### src/rtl/lsu_pkg.sv
// Shared types and helpers for the MEM-stage load/store bus master.
package lsu_pkg;

  typedef enum logic [1:0] {
    IDLE     = 2'd0,
    REQ      = 2'd1,
    WAIT_RSP = 2'd2,
    DONE     = 2'd3
  } lsu_state_e;

  // Bit positions inside the one-hot MemSrcM {b,h,w,bu,hu}
  localparam int unsigned MS_B  = 4;
  localparam int unsigned MS_H  = 3;
  localparam int unsigned MS_W  = 2;
  localparam int unsigned MS_BU = 1;
  localparam int unsigned MS_HU = 0;

  // Access size encoding used internally
  localparam logic [1:0] SZ_B = 2'd0;
  localparam logic [1:0] SZ_H = 2'd1;
  localparam logic [1:0] SZ_W = 2'd2;

  // Byte enables for an access of the given size at the given byte offset
  function automatic logic [3:0] be_gen(input logic [1:0] size, input logic [1:0] off);
    case (size)
      SZ_B:    be_gen = 4'b0001 << off;
      SZ_H:    be_gen = 4'b0011 << off;
      default: be_gen = 4'b1111;
    endcase
  endfunction

endpackage

### src/rtl/lsu_align.sv
// Byte-lane steering: store lane replication / byte enables, load right-alignment.
module lsu_align
  import lsu_pkg::*;
(
  input  logic [1:0]  size,
  input  logic [1:0]  wr_off,
  input  logic [31:0] wr_data,
  input  logic [1:0]  rd_off,
  input  logic [31:0] rd_word,
  output logic [3:0]  be,
  output logic [31:0] wr_lanes,
  output logic [31:0] rd_data
);

  // Replicate store data on all lanes, shift the read word down to bit 0
  always_comb begin
    be = be_gen(size, wr_off);
    case (size)
      SZ_B:    wr_lanes = {4{wr_data[7:0]}};
      SZ_H:    wr_lanes = {2{wr_data[15:0]}};
      default: wr_lanes = wr_data;
    endcase
    rd_data = rd_word >> {rd_off, 3'b000};
  end

endmodule

### src/rtl/lsu_mem_if.sv
// MEM-stage load/store bus master: one req/gnt/rvalid transaction per access,
// pipeline stalled until completion, load data returned right-aligned.
// Optional feature macro: MISALIGN_TRAP_EN (trap misaligned accesses instead of
// forcing the offset down to an aligned address).
module lsu_mem_if
  import lsu_pkg::*;
#(
  parameter int unsigned TIMEOUT_CYC = 64
) (
  input  logic        clk,
  input  logic        rst,
  input  logic        MemReqM,
  input  logic        MemWriteM,
  input  logic [4:0]  MemSrcM,
  input  logic [31:0] ALUResultM,
  input  logic [31:0] WriteDataM,
  output logic [31:0] ReadDataM,
  output logic        StallM,
  output logic        MisalignM,
  output logic        BusErrM,
  output logic        bus_req,
  output logic        bus_we,
  output logic [31:0] bus_addr,
  output logic [3:0]  bus_be,
  output logic [31:0] bus_wdata,
  input  logic        bus_gnt,
  input  logic        bus_rvalid,
  input  logic [31:0] bus_rdata
);

  localparam int unsigned CW = $clog2(TIMEOUT_CYC) + 1;

  lsu_state_e     state_q, state_d;
  logic [CW-1:0]  cnt_q, cnt_d;
  logic [1:0]     off_q, off_d;
  logic [1:0]     size;
  logic [1:0]     raw_off;
  logic [1:0]     eff_off;
  logic [3:0]     lane_be;
  logic [31:0]    lane_wdata;
  logic [31:0]    rd_shift;
  logic           req_d, we_d, buserr_d, mis_d;
  logic [31:0]    addr_d, wdata_d, rdata_d;
  logic [3:0]     be_d;

  assign raw_off = ALUResultM[1:0];

  // Decode access size from the one-hot source select
  always_comb begin
    size = SZ_B;
    if (MemSrcM[MS_W])                       size = SZ_W;
    else if (MemSrcM[MS_H] | MemSrcM[MS_HU]) size = SZ_H;
    else if (MemSrcM[MS_B] | MemSrcM[MS_BU]) size = SZ_B;
  end

`ifdef MISALIGN_TRAP_EN
  logic misaligned;
  assign misaligned = ((size == SZ_H) && (raw_off == 2'd3)) ||
                      ((size == SZ_W) && (raw_off != 2'd0));
  assign eff_off = raw_off;
`else
  // Force the offset down to the natural alignment of the access
  always_comb begin
    eff_off = raw_off;
    if (size == SZ_H) eff_off[0] = 1'b0;
    if (size == SZ_W) eff_off    = 2'b00;
  end
`endif

  lsu_align u_align (
    .size     (size),
    .wr_off   (eff_off),
    .wr_data  (WriteDataM),
    .rd_off   (off_q),
    .rd_word  (bus_rdata),
    .be       (lane_be),
    .wr_lanes (lane_wdata),
    .rd_data  (rd_shift)
  );

  // Pipeline freeze is combinational so it covers the presenting cycle
  assign StallM = MemReqM & (state_q != DONE);

  // Next-state and next-output logic
  always_comb begin
    state_d  = state_q;
    cnt_d    = cnt_q;
    off_d    = off_q;
    req_d    = bus_req;
    we_d     = bus_we;
    addr_d   = bus_addr;
    be_d     = bus_be;
    wdata_d  = bus_wdata;
    rdata_d  = ReadDataM;
    buserr_d = 1'b0;
    mis_d    = 1'b0;
    case (state_q)
      IDLE: begin
        if (MemReqM) begin
`ifdef MISALIGN_TRAP_EN
          if (misaligned) begin
            state_d = DONE;
            mis_d   = 1'b1;
            rdata_d = '0;
          end else
`endif
          begin
            state_d = REQ;
            req_d   = 1'b1;
            we_d    = MemWriteM;
            addr_d  = {ALUResultM[31:2], 2'b00};
            be_d    = lane_be;
            wdata_d = lane_wdata;
            off_d   = eff_off;
          end
        end
      end
      REQ: begin
        if (bus_gnt) begin
          state_d = WAIT_RSP;
          req_d   = 1'b0;
          cnt_d   = '0;
        end else if (!MemReqM) begin
          state_d = IDLE;
          req_d   = 1'b0;
        end
      end
      WAIT_RSP: begin
        cnt_d = cnt_q + CW'(1);
        if (bus_rvalid) begin
          state_d = DONE;
          if (!bus_we) rdata_d = rd_shift;
        end else if (cnt_q == CW'(TIMEOUT_CYC - 1)) begin
          state_d  = DONE;
          rdata_d  = '0;
          buserr_d = 1'b1;
        end
      end
      DONE:    state_d = IDLE;
      default: state_d = IDLE;
    endcase
  end

  // State and registered outputs
  always_ff @(posedge clk or posedge rst) begin
    if (rst) begin
      state_q   <= IDLE;
      cnt_q     <= '0;
      off_q     <= '0;
      bus_req   <= 1'b0;
      bus_we    <= 1'b0;
      bus_addr  <= '0;
      bus_be    <= '0;
      bus_wdata <= '0;
      ReadDataM <= '0;
      BusErrM   <= 1'b0;
      MisalignM <= 1'b0;
    end else begin
      state_q   <= state_d;
      cnt_q     <= cnt_d;
      off_q     <= off_d;
      bus_req   <= req_d;
      bus_we    <= we_d;
      bus_addr  <= addr_d;
      bus_be    <= be_d;
      bus_wdata <= wdata_d;
      ReadDataM <= rdata_d;
      BusErrM   <= buserr_d;
      MisalignM <= mis_d;
    end
  end

endmodule

### config.mk
export PLATFORM = sky130hd
export DESIGN_NAME = lsu_mem_if
export DESIGN_NICKNAME = d
export VERILOG_FILES = /design/src/rtl/lsu_pkg.sv /design/src/rtl/lsu_align.sv /design/src/rtl/lsu_mem_if.sv
export SDC_FILE = /design/constraint.sdc
export NUM_CORES = 1
export LEC_CHECK = 0
export CAP_MARGIN = 20
export CORE_MARGIN = 3
export CORE_UTILIZATION = 44
export DETAILED_ROUTE_END_ITERATION = 10
export PLACE_DENSITY = 0.88
export SLEW_MARGIN = 10
export SYNTH_ARGS = -nofsm -noshare
export SYNTH_HDL_FRONTEND = slang
export SYNTH_SLANG_ARGS = --single-unit
### constraint.sdc
create_clock -name clk -period 4.1 [get_ports clk]
set_input_delay 0.82 -clock clk [delete_from_list [all_inputs] [get_ports clk]]
set_output_delay 0.82 -clock clk [all_outputs]
set_load 0.1 [all_outputs]
Word level (Yosys, flattened, before mapping):

Index checks and enable logic that the tools add are counted.

* add/subtract/negate cells: 1
* equality and inequality tests: 12
* shift-type cells: 3
* multiplexer cells: 24
* bitwise logic cells: 2
* reductions and logical operators: 10

Operators by type and width (count)
* 2-to-1 mux 32 bit: 3
* one-hot mux 32 bit (2 select lines): 1
* right shift 32 x 5 -> 32 bit: 1
* 2-to-1 mux 2 bit: 7
* one-hot mux 7 bit (2 select lines): 1
* AND reduction 3 bit: 3
* 2-to-1 mux 1 bit: 8
* inequality test 2 bit, second input constant: 4
* one-hot mux 2 bit (4 select lines): 1
* one-hot mux 4 bit (2 select lines): 1
* adder 7 x 1 -> 7 bit, second input constant: 1
* == test 7 x 6 -> 1 bit, second input constant: 1
* 2-to-1 mux 7 bit: 1
* == test 2 bit, second input constant: 3
* inequality test 3 bit, second input constant: 2
* nonzero test 2 bit: 3
* == test 2 x 1 -> 1 bit, second input constant: 2
* zero test 2 bit: 2
* AND reduction 2 bit: 2
* left shift 1 x 2 -> 4 bit, first input constant: 1
* left shift 2 x 2 -> 4 bit, first input constant: 1
* one-hot mux 1 bit (2 select lines): 1
* bitwise AND 1 bit: 1
* OR 1 bit: 1

* register bits: 112
* input bits: 107
* output and inout bits: 105
* word-level logic and storage cells: 62

Logic depth before layout (Yosys ltp):

* depth after elaboration: 8
* depth in mapped cells: 6
* gate-level depth less buffers: 4

Hierarchy:

A second synthesis with hierarchy kept.

* cell total of the unflattened synthesis: 524
* area, all modules: 5950.7 sq um

Modules (own cells, without submodules)
* lsu_mem_if: instances 1, cells an instance 398, area each 4924.7 sq um, sequential area each 2802.7 sq um
* lsu_align: instances 1, cells an instance 126, area each 1026.0 sq um, sequential area each 0.0 sq um

Least setup slack after synthesis:

OpenSTA, ideal clock, no wires.

* path kind: in2out
* start: input MemReqM
* end: output StallM
* arrival: 3.009 ns
* data required time: 3.280 ns
* setup slack: 0.271 ns
* stages on the path: 1
* path through: a21boi_0

* cells in the longest elaborated chain, start to end: 1

Ends and longest elaborated chain
* start, declared: RTL line lsu_mem_if.sv:12 `input logic MemReqM,`
* bitwise AND 1 bit: RTL line lsu_mem_if.sv:82 `assign StallM = MemReqM & (state_q != DONE);`
* end, declared: RTL line lsu_mem_if.sv:18 `output logic StallM,`

Every way passes these cells.

Final worst setup path:

* start: register ReadDataM[13]
* end: output ReadDataM[13]

RTL lines
* start, declared: RTL line lsu_mem_if.sv:17 `output logic [31:0] ReadDataM,`
* start signal, assigned: RTL line lsu_mem_if.sv:167 `ReadDataM <= rdata_d;`

No word-level cell between the ends.

==> metrics.yaml <==
antenna_left: 0
diodes: 0
dp_hpwl_um: 10720
drc: 0
crit_path_max_incr_delay_ns: 1.17
die_h_um: 115.0
critPathArrivalTime_ns: 1.88
clkTransAtPathRegs_ns: 0.07
portBuffers: 206
ff2ff_setup_slack_ns: 2.14
cts_max_level: 3
reg2reg_depth: 4
fin_crit_ns: 2.697
first_pass_iters: 6
die_w_um: 115.0
yosysSeqAreaShare: 0.5358
worstPathMaxFanout: 3
syn_avg_cell_area_um2: 9.983
crit_chain: "clkdlybuf4s50_1"
regToRegEndpoint: "ReadDataM[30]"
timing.final.hold_violations: 0
fmaxAchievable_ghz: 0.3708
ctsResizeCount: 0
hold_end: "bus_wdata[2]"
dieArea_um2: 13230
nFillCells: 892
critical_path.reg2reg.startpoint: "cnt_q[0]"
synth_cell_types: 45
setup_slack_ns: 1.403
final_cell_mix: "clkdlybuf4s50_1, nand2_1, dfrtp_1, o21ai_0, mux2i_1"
setup_viol: 0
netlist_instances: 524
min_path_cells: 2
post_cts_buffers: 0
finalCritPeriodShare: 0.6578
holdBufCountCts: 0
root_buffer: "clkbuf_16"
yosys_warnings: 0
clock_latency_ns: 0.33
pre_cts_ws_ns: 1.207
rsz0062_at_grt: "no"
clockBufferDepth: 2
floorplan.initialDensity: 0.4543
syn2layout_area_growth_pct: 46.02
gp_congestion: 0.9076
synth_area_um2: 5231
seq_area_um2: 2803
rows: 39
via_per_inst: 5.487
startpoint_type: "flip-flop"
vias: 4691
drv_slew: 0
finalSetupTns_ns: 0
min_from: "bus_wdata[2]"
cp_num_buf_inv: 1
worstPathRequired_ns: 3.28
drv_cap: 0
numCtsBuffers: 9
ys_seq_elements: 112
multi_input_area_um2: 2170
hp-class: "reg -> reg"
grt_max_degree: 92
wirelength_um: 14800
fin_nets: 815
cts_sinks: 112
grt_usage: 0.2246
io_pins: 212
slew_headroom: 0.3010
crit_type: "reg -> out"
end_kind: "primary output"
drt_iter0_drc: 412
gr-total-overflow: 0
grt_pass1_vias: 4817
antenna_found_initial: 0
fin_skew_ns: 0.005872
status: "finished, final reports clean"
cts_tree: "built"
layout_commonest_cell: "clkdlybuf4s50_1"
core_area_um2: 11520
grt_pass1_wl_um: 24000
cpLargestDelayFamily: "buffers and inverters"
drive_gt1_frac: 0.04073
slowest_stage: "clkdlybuf4s50_1"
routedWlPerCell_um: 17.31
tightest_slew_ns: 1.045
metal layers:
metal | vias to the layer above | part of all wire | global-route usage | wire length [µm]
li1 | 2176 | - | - | -
met1 | 2260 | 0.39 | 0.2683 | 5781
met2 | 220 | 0.49 | 0.3792 | 7238
met3 | 35 | 0.089 | 0.06579 | 1318
met4 | 0 | 0.031 | 0.09390 | 465
met5 | - | 0 | 0 | 0
kinds of logic (layout without fill, tap and decap cells):
kind of cell               after synthesis  count (layout)  synth area share
muxes                                   35              35           0.06697
buffers and inverters                   49             235           0.05238
DFF                                    112             112            0.5358
other                                    1               3         0.0007168
AOI/OAI and AO/OA                      126             126            0.1724
and+or+nand+nor                        200             200            0.1693
adders and majority gates                1               1          0.002391
area by class of cell:
class                      instances  share of cell area
inverter                           7            0.003767
timing repair buffer             212              0.2781
clock inverter                     2            0.007862
clock buffer                      14             0.03587
tap                              143             0.02342
sequential                       112              0.3669
multi-input combinational        365              0.2840
worst max-delay path by stage:
stage	start	endpoint	cells after the start
after floorplan	MemReqM	StallM	1
after global placement	MemSrcM[0]	bus_wdata[8]	5
after detailed placement	MemSrcM[0]	bus_wdata[9]	5
after CTS	bus_wdata[2]	bus_wdata[2]	1
after global routing	MemReqM	StallM	3
final	ReadDataM[13]	ReadDataM[13]	1
through the flow:
stage / hold WS, ns / area, µm² / util / cells
2_1_floorplan: 0.4447 / 5239 / - / 526
3_3_place_gp: 0.4592 / 7289 / 0.6330 / 838
3_5_place_dp: 0.4616 / 7289 / 0.6330 / 838
4_1_cts: 0.4835 / 7624 / 0.6620 / 854
5_1_grt: 0.5048 / 7639 / 0.6633 / 855
6_report: 0.4796 / 7639 / 0.6633 / 855
Yosys cell counts (all sizes together):
master   count  area [µm²]
o221ai       1       8.760
o22ai        1       6.260
nor3b        2       26.28
nor2b        8       50.05
dfrtp      112        2803
a211o        8       70.07
nor3         2       10.01
o21a         8       60.06
a22o        10       87.58
nand3b       8       60.06
nand3        2       10.01
and4bb       1       16.27
o21bai       1       7.510
ha           1       12.51
and4b        3       30.03
conb         1       3.750
or2          1       6.260
a32oi        1       8.760
nand4        2       12.51
a31oi        2       27.53
or3          1       6.260
o211a        7       70.07
nand2      163       611.8
a32o         8       80.08
clkbuf      15       57.55
inv          7       26.28
nor2         1       3.750
a21oi        9       45.04
nand2b       4       25.02
a211oi       9       67.56
o2bb2ai     14       122.6
a21boi       1       7.510
mux2i       35       350.3
buf         27       190.2
o21ai       45       225.2
or3b         2       17.52
o31ai        1       7.510
registers in the layout (all words and copies together) (netlist names), named ones only:
name and flops:
state_q 1, cnt_q 7, ReadDataM 32, off_q 2
bus_req 1, bus_be 4, bus_addr 30, bus_wdata 32
BusErrM 1, bus_we 1
Power is not shown: default switching activity piles up to over one toggle a cycle in this logic, so the estimate is an artifact.
==> variant, RTL diff (config.mk and constraints unchanged) <==
Set the parameter `TIMEOUT_CYC` to 32 (it was 64).
--- a/src/rtl/lsu_mem_if.sv
+++ b/src/rtl/lsu_mem_if.sv
@@ -6,5 +6,5 @@
   import lsu_pkg::*;
 #(
-  parameter int unsigned TIMEOUT_CYC = 64
+  parameter int unsigned TIMEOUT_CYC = 32
 ) (
   input  logic        clk,
Check against the original RTL: no difference found for any inputs over 4 cycles, from zero or initial values and one cycle with rst high; that may be too few to reach the edited logic, so the function may still have changed.
==> variant against the unedited design <==
Critical path depth up 2. Setup slack worse by 21 ps. Design area grew 1.1%. Clock skew decreased by 0.79 ps. Routed wire length grew 2.6%. First-iteration DRC count decreased by 45%. Synthesized area grew 0.67%. Global-route usage about the same. Sequential cell count down 1. Count of clock-buffer cells in the layout shrank 4. Worst hold slack got worse by 3.4 ps.
Power is left out: the tool's default activity adds up to more than one toggle a clock period on the data nets, which glitch-free logic cannot reach.
==> variant: results (changes against the unedited design) <==
* Post-Synthesis Cells at 531 (+1.3%)
* Post-Synth XOR/XNOR Area at 0.1663% (+0.17 points)
* HP Start: bus_addr[22]$_DFFE_PP0P_
* Clk Latency, worst-skew pair at 350 ps (+20 ps)
* Cell variety after synth at 43 (-4.4%)
* Placed wire-length estimate at 11200 µm (+4.5%)
* Crit path to: StallM
* Post-synthesis compound-gate area fraction at 11.05% (-6.2 points)
* 1st-pass router iterations at 4 (-2)
* Status: complete, no violations
* Critical path data arrival time at 1900 ps (+20 ps)
* Vias in the first global route at 4660 (-3.3%)
* Placed Cells incl. Taps at 852 (+1.7%)
* Commonest cells in the netlist: nand2_1, dfrtp_1, mux2i_1
* Core area at 11560 µm² (+0.42%)
* Crit Path Max Fanout at 6 (+3)
* Worst R2R End: bus_addr[27]$_DFFE_PP0P_
* Final Skew at 5.086 ps (-0.7861 ps)
* Crit path from: MemReqM
* Pre-CTS setup slack at 1074 ps (-133.3 ps)
* Worst Hold Margin at 476.2 ps (-3.363 ps)
* Synth area leaders: dfrtp_1, nand2_1, mux2i_1
* Routed via count divided by cell count at 5.239 (-4.5%)
* First-pass GRT wire length at 23490 µm (-2.1%)
* Layout cells sized above 1 at 6.474% (+2.4 points)
* Wire per inst at 17.48 µm (+0.93%)
* Initial drt markers at 228 (-45%)
* Placer Congestion at 0.8652 (-4.7%)
* Largest net degree at the start of global routing at 63 (-32%)
* Adder-Cell Fraction of Synth Area at 0.2376% (-0.0016 points)
-- variant: cell count changes after synthesis, moves of 10 or more --
cell	before	now
a22o_1	10	0
o22ai_1	1	16
o2bb2ai_1	14	0
nor2_1	1	14
mux2_4	0	12
mux2i_1	35	49
-- variant: per-layer routing --
layer	routed length (µm)	share of wire, %	vias up	GRT usage [%]
met5	0	0	-	0
met3	1254	8.3	22	7.579
li1	-	-	2162	-
met1	5955	39	2163	25.66
met4	328	2.2	0	8.451
met2	7648	50	206	39.00
-- variant: cell type report --
class	instances	area, µm²
fillers	874	3842
clock buffers	10	239.0
inverters	13	51.30
multi-input cells	371	2208
clock inverters	6	115.1
well taps	143	178.9
flip-flops and latches	111	2778
repair buffers	215	2152
-- variant: critical path, stage by stage --
cell,delay (ps)
clkdlybuf4s50_1,550
a21boi_0,210
buf_4,320
